$ cat src/rtl/alu_exec_unit.sv
// ALU execution unit: single-cycle logic/arith/compare ops plus an iterative
// shift-add multiplier, fronted by a start/busy/done handshake.
module alu_exec_unit #(
  parameter int WIDTH = 32
) (
  input  logic             clk,
  input  logic             rst,
  input  logic             start,
  input  logic [2:0]       ALUControl,
  input  logic [WIDTH-1:0] SrcA,
  input  logic [WIDTH-1:0] SrcB,
  output logic [WIDTH-1:0] ALUResult,
  output logic             Zero,
  output logic             busy,
  output logic             done
);

  localparam int              CNT_W    = (WIDTH > 1) ? $clog2(WIDTH) : 1;
  localparam logic [CNT_W-1:0] LAST_CNT = CNT_W'(WIDTH - 1);
  localparam logic [2:0]      OP_MUL   = 3'b101;

  typedef enum logic [1:0] {
    S_IDLE,
    S_MUL,
    S_DONE
  } state_t;

  state_t           r_state, w_state_next;
  logic [WIDTH-1:0] r_mcand, w_mcand_next;
  logic [WIDTH-1:0] r_mplier, w_mplier_next;
  logic [WIDTH-1:0] r_acc, w_acc_next;
  logic [CNT_W-1:0] r_cnt, w_cnt_next;
  logic [WIDTH-1:0] r_result, w_result_next;
  logic             r_zero, w_zero_next;

  logic [WIDTH-1:0] w_single;
  logic [WIDTH-1:0] w_acc_step;
  logic             w_lt;

  assign w_lt       = $signed(SrcA) < $signed(SrcB);
  assign w_acc_step = r_mplier[0] ? (r_acc + r_mcand) : r_acc;

  always_comb begin
    w_single = '0;
    case (ALUControl)
      3'b000:  w_single = SrcA & SrcB;
      3'b001:  w_single = SrcA | SrcB;
      3'b010:  w_single = SrcA + SrcB;
      3'b011:  w_single = SrcA ^ SrcB;
      3'b100:  w_single = SrcA - SrcB;
      3'b110:  w_single = WIDTH'(w_lt);
      3'b111:  w_single = ~(SrcA | SrcB);
      default: w_single = '0;  // MUL goes through the iterative path
    endcase
  end

  always_comb begin
    w_state_next  = r_state;
    w_mcand_next  = r_mcand;
    w_mplier_next = r_mplier;
    w_acc_next    = r_acc;
    w_cnt_next    = r_cnt;
    w_result_next = r_result;
    w_zero_next   = r_zero;
    case (r_state)
      S_IDLE: begin
        if (start) begin
          if (ALUControl == OP_MUL) begin
            w_mcand_next  = SrcA;
            w_mplier_next = SrcB;
            w_acc_next    = '0;
            w_cnt_next    = '0;
            w_state_next  = S_MUL;
          end else begin
            w_result_next = w_single;
            w_zero_next   = (w_single == '0);
            w_state_next  = S_DONE;
          end
        end
      end
      S_MUL: begin
        w_acc_next    = w_acc_step;
        w_mcand_next  = r_mcand << 1;
        w_mplier_next = r_mplier >> 1;
        w_cnt_next    = r_cnt + CNT_W'(1);
        // Final step publishes the accumulator including this step's add.
        if (r_cnt == LAST_CNT) begin
          w_result_next = w_acc_step;
          w_zero_next   = (w_acc_step == '0);
          w_state_next  = S_DONE;
        end
      end
      S_DONE:  w_state_next = S_IDLE;
      default: w_state_next = S_IDLE;
    endcase
  end

  always_ff @(posedge clk) begin
    if (rst) begin
      r_state  <= S_IDLE;
      r_mcand  <= '0;
      r_mplier <= '0;
      r_acc    <= '0;
      r_cnt    <= '0;
      r_result <= '0;
      r_zero   <= 1'b1;
    end else begin
      r_state  <= w_state_next;
      r_mcand  <= w_mcand_next;
      r_mplier <= w_mplier_next;
      r_acc    <= w_acc_next;
      r_cnt    <= w_cnt_next;
      r_result <= w_result_next;
      r_zero   <= w_zero_next;
    end
  end

  assign ALUResult = r_result;
  assign Zero      = r_zero;
  assign busy      = (r_state != S_IDLE);
  assign done      = (r_state == S_DONE);

endmodule

$ cat config.mk
export PLATFORM = sky130hd
export DESIGN_NAME = alu_exec_unit
export DESIGN_NICKNAME = d
export VERILOG_FILES = /design/src/rtl/alu_exec_unit.sv
export SDC_FILE = /design/constraint.sdc
export NUM_CORES = 1
export LEC_CHECK = 0
export ABC_CLOCK_PERIOD_IN_PS = 4100
export BUFFER_PORTS_ARGS = -buffer_cell sky130_fd_sc_hd__buf_2
export CAP_MARGIN = 20
export CORE_ASPECT_RATIO = 0.5
export CORE_MARGIN = 4
export CORE_UTILIZATION = 35
export DETAILED_ROUTE_END_ITERATION = 10
export PLACE_DENSITY = 0.58
export SYNTH_ARGS = -nofsm -noshare
export SYNTH_HDL_FRONTEND = slang
export SYNTH_SLANG_ARGS = --single-unit
$ cat constraint.sdc
create_clock -name clk -period 4.1 [get_ports clk]
set_input_delay 0.82 -clock clk [delete_from_list [all_inputs] [get_ports clk]]
set_output_delay 0.82 -clock clk [all_outputs]
set_load 0.02 [all_outputs]
==> flow_summary_export.csv <==
group,metric,value,unit
synthesis,synth_most_common_cell,"nand2_1",
floorplanning,initial_core_util,0.359,
grt,grt_pass1_vias,15284,
worst_setup_path,end_kind,"register",
route,ant_nets,0,
power_and_ir_drop,vdd_drop_max,0.269,mV
clock_tree,post_cts_buffers,0,
floorplanning,die_h,150,microns
synthesis,yosys_warnings,0,
synthesis,synthMuxAreaShare,0.0382,
worst_setup_path,crit_buf_inv,4,
hold_path,min_path_type,"register to register",
hold_path,holdCritStartpoint,"ALUResult[13]",
synthesis,synth-xor-area-share,0.0230,
placed_design,place_area,17100,sq um
power_and_ir_drop,p_clk_frac,0.338,
synthesis,syn_inst,2008,
synthesis,synth_top_area_cell,"dfxtp_1",
sta,tightest_slew,0.909,ns
status,status,"completed",
sta,fin_skew,0.0256,ns
worst_setup_path,crit_fanout,6,
power_and_ir_drop,combPwrFrac,0.370,
clock_tree,cts.sinks,136,
synthesis,ys_seq_area_frac,0.193,
worst_setup_path,cp_data_required_time,4.45,ns
clock_tree,cts_buffers,17,
grt,globalRoute.totalOverflow,0,
synthesis,yosys-top-cells-area,"dfxtp_1 19%, ha_1 12%, nand2_1 8.0%",
route,drc,0,
grt,grtUsageTotal,0.269,
worst_setup_path,r2r_start,"r_mcand[0]",
placed_design,preCtsSetupSlack,-0.381,ns
floorplanning,rows,51,
power_and_ir_drop,power_density,277,nW/um^2
sta,setup_viol,0,
sta,period_minus_slack,3.98,ns
grt,antenna_found_initial,2,
sta,hold_violations,0,
worst_setup_path,crit_cells,15,
sta,slew_violations,0,
floorplanning,dieArea,43800,sq um
hold_path,hold_depth,2,
power_and_ir_drop,switchingPower,1930,uW
worst_setup_path,critPathLaunch,"SrcA[6]",
grt,grt_first_pass_wirelength,91600,microns
power_and_ir_drop,power_switching_share,0.391,
sta,worst_slack,0.119,ns
synthesis,synth_top_family_by_area,"compound AO/OA/AOI/OAI gates",
worst_setup_path,critPathKind,"input pin to register",
hold_path,hold_end,"ALUResult[13]",
clock_tree,clock-root-buffer,"clkbuf_16",
worst_setup_path,crit_path_cell_trace,"buf_2, inv_1, ha_1, nor2b_1, o21ai_0, buf_4, nand2_1, nor4b_1, o21ai_1, a211o_1, o21a_1, o221ai_1, buf_4, a32oi_1, a311oi_1",
sta,relSlewSlack,0.392,
finish,final_layout_size_suffix_gt1_frac,0.218,
synthesis,synth_top_cells_by_count,"300 x nand2_1, 214 x nor2_1, 197 x a21oi_1",
synthesis,avgSynthCellArea,7.03,sq um
synthesis,synth_fa_ha_area_frac,0.129,
route,drt_iter0_drc,1858,
route,wl_per_cell,21.4,microns
worst_setup_path,cp.arrival,4.33,ns
route,drt_first_pass_iters,6,
placed_design,gp_congestion,1.02,
sta,fmax,251,MHz
synthesis,synth-seq-cells,136,
job,drv_cap,0,
finish,antenna-diode-count,0,
worst_setup_path,slowest_stage,"nor4b_1",
worst_setup_path,start_kind,"input pin",
worst_setup_path,critPathMaxStageDelay,0.55,ns
worst_setup_path,r2r-end,"Zero",
worst_setup_path,rr_worst_depth,13,
placed_design,io_buffers,104,
floorplanning,io_pins,105,
floorplanning,core,39400,sq um
finish,nNetsFinal,2515,
synthesis,synth_edf_count,0,
power_and_ir_drop,share_seq_of_total_power,0.292,
clock_tree,cts_htree_levels,4,
floorplanning,dieWidth,292,microns
worst_setup_path,critPathTopFamily,"compound AO/OA/AOI/OAI gates",
synthesis,synth_flop_cell,"dfxtp_1",
route,finalWirelength,60900,microns
power_and_ir_drop,p_int,3010,uW
synthesis,synth-compound-area-share,0.313,
worst_setup_path,r2r_slack,0.28,ns
synthesis,ys_types,87,
clock_tree,cts_hold_buf,0,
synthesis,syn_nets,2222,
placed_design,dpl.hpwl,47300,microns
power_and_ir_drop,power.leakage,0.00778,uW
finish,syn2layout_area_growth,26.4,%
grt,grt_max_degree,103,
sta,finalCritPeriodShare,0.971,
route,via_per_inst,5.81,
synthesis,syn_area,14100,sq um
worst_setup_path,crit_top_cell,"buf_4",
clock_tree,cts.path.max_buffers,2,
route,vias,16517,
clock_tree,tritoncts,"done",
finish,fin_area,17800,sq um
power_and_ir_drop,total_power,4940,uW
synthesis,synth-simple-area-share,0.236,
clock_tree,clkLatencyLatePin,0.46,ns
synthesis,yosysTopAreaCellShare,0.193,
synthesis,asyncSetResetFlopFracSynth,0,
clock_tree,clkTransAtPathRegs,0.08,ns
## kinds of logic after synthesis
family,count (synthesis)
AO/OA/AOI/OAI,650
XOR/XNOR,37
adder cells (fa/ha/maj),144
buffers and inverters,248
flip-flops,136
multiplexers,52
AND/OR/NAND/NOR,741
## repair_timing
action / 4_1_cts / 5_1_grt
resized for setup: 4 / 25
pin swaps: 1 / 7
setup endpoints to repair: 1 / 5
gates cloned: 0 / 0
## layer usage
metal | up-vias | share of wire | global-route usage
met5 | - | 0.00041 | 0
met4 | 4 | 0.019 | 0.0637
met3 | 90 | 0.087 | 0.0572
met2 | 691 | 0.41 | 0.394
met1 | 7855 | 0.48 | 0.399
li1 | 7877 | - | -
## flip-flops by register name, indices dropped and copies added, names as in the netlist
signal	count
r_state	2
ALUResult	32
Zero	1
r_acc	32
r_cnt	5
r_mplier	32
r_mcand	32
## power groups by stage
stage	clock (uW)	combinational [uW]	sequential, uW
final	1670	1830	1440
after global routing	1740	1970	1450
after CTS	1670	1770	1440
after detailed placement	0	1760	1470
after global placement	0	1760	1470
after floorplan	0	924	1480
## worst reg2reg max path: cells and delay by family, from the launching register on
kind                     cells  cell delay, ns
AND/OR/NAND/NOR              6            1.99
adder cells (fa/ha/maj)      2            0.64
AO/OA/AOI/OAI                3            0.49
flip-flops                   1            0.33
XOR/XNOR                     1            0.16
buffers and inverters        1            0.15
## worst max-delay path by stage
stage / endpoint / slack [ns]
3_5_place_dp: Zero / -0.38
2_1_floorplan: Zero / 0.31
6_report: ALUResult[29] / 0.12
3_3_place_gp: Zero / -0.35
5_1_grt: Zero / -0.003
4_1_cts: Zero / 0.005
## metrics by stage
| step | instances | setup TNS, ns | hold slack, ns | utilization |
|---|---|---|---|---|
| 2_1_floorplan | 2008 | 0 | 0.446 | - |
| 3_3_place_gp | 2812 | -1.22 | 0.441 | 0.435 |
| 3_5_place_dp | 2812 | -1.67 | 0.444 | 0.435 |
| 4_1_cts | 2843 | 0 | 0.454 | 0.450 |
| 5_1_grt | 2843 | -0.00264 | 0.489 | 0.453 |
| 6_report | 2843 | 0 | 0.453 | 0.453 |
## area by class of cell
class | instances | area, sq um
fill | 4086 | 21500
multi-input combinational | 1624 | 10600
timing repair buffer | 410 | 2870
sequential | 136 | 2720
tap | 530 | 663
clock buffer | 19 | 453
inverter | 112 | 420
clock inverter | 12 | 118
## layout by cell type (no fill, tap or decap), drive strengths merged, types with 18 or more instances in the layout
master	instances
ha	141
nand2	300
nor3	42
clkbuf	19
inv	115
nand3	23
a311oi	67
nand2b	24
o211ai	39
o21ai	97
mux2i	37
dfxtp	136
buf	410
a21o	24
nor2	214
nor2b	35
a31oi	18
xnor2	24
nand4	19
a211oi	35
a21oi	197
Power figures use the tool's default switching activity.
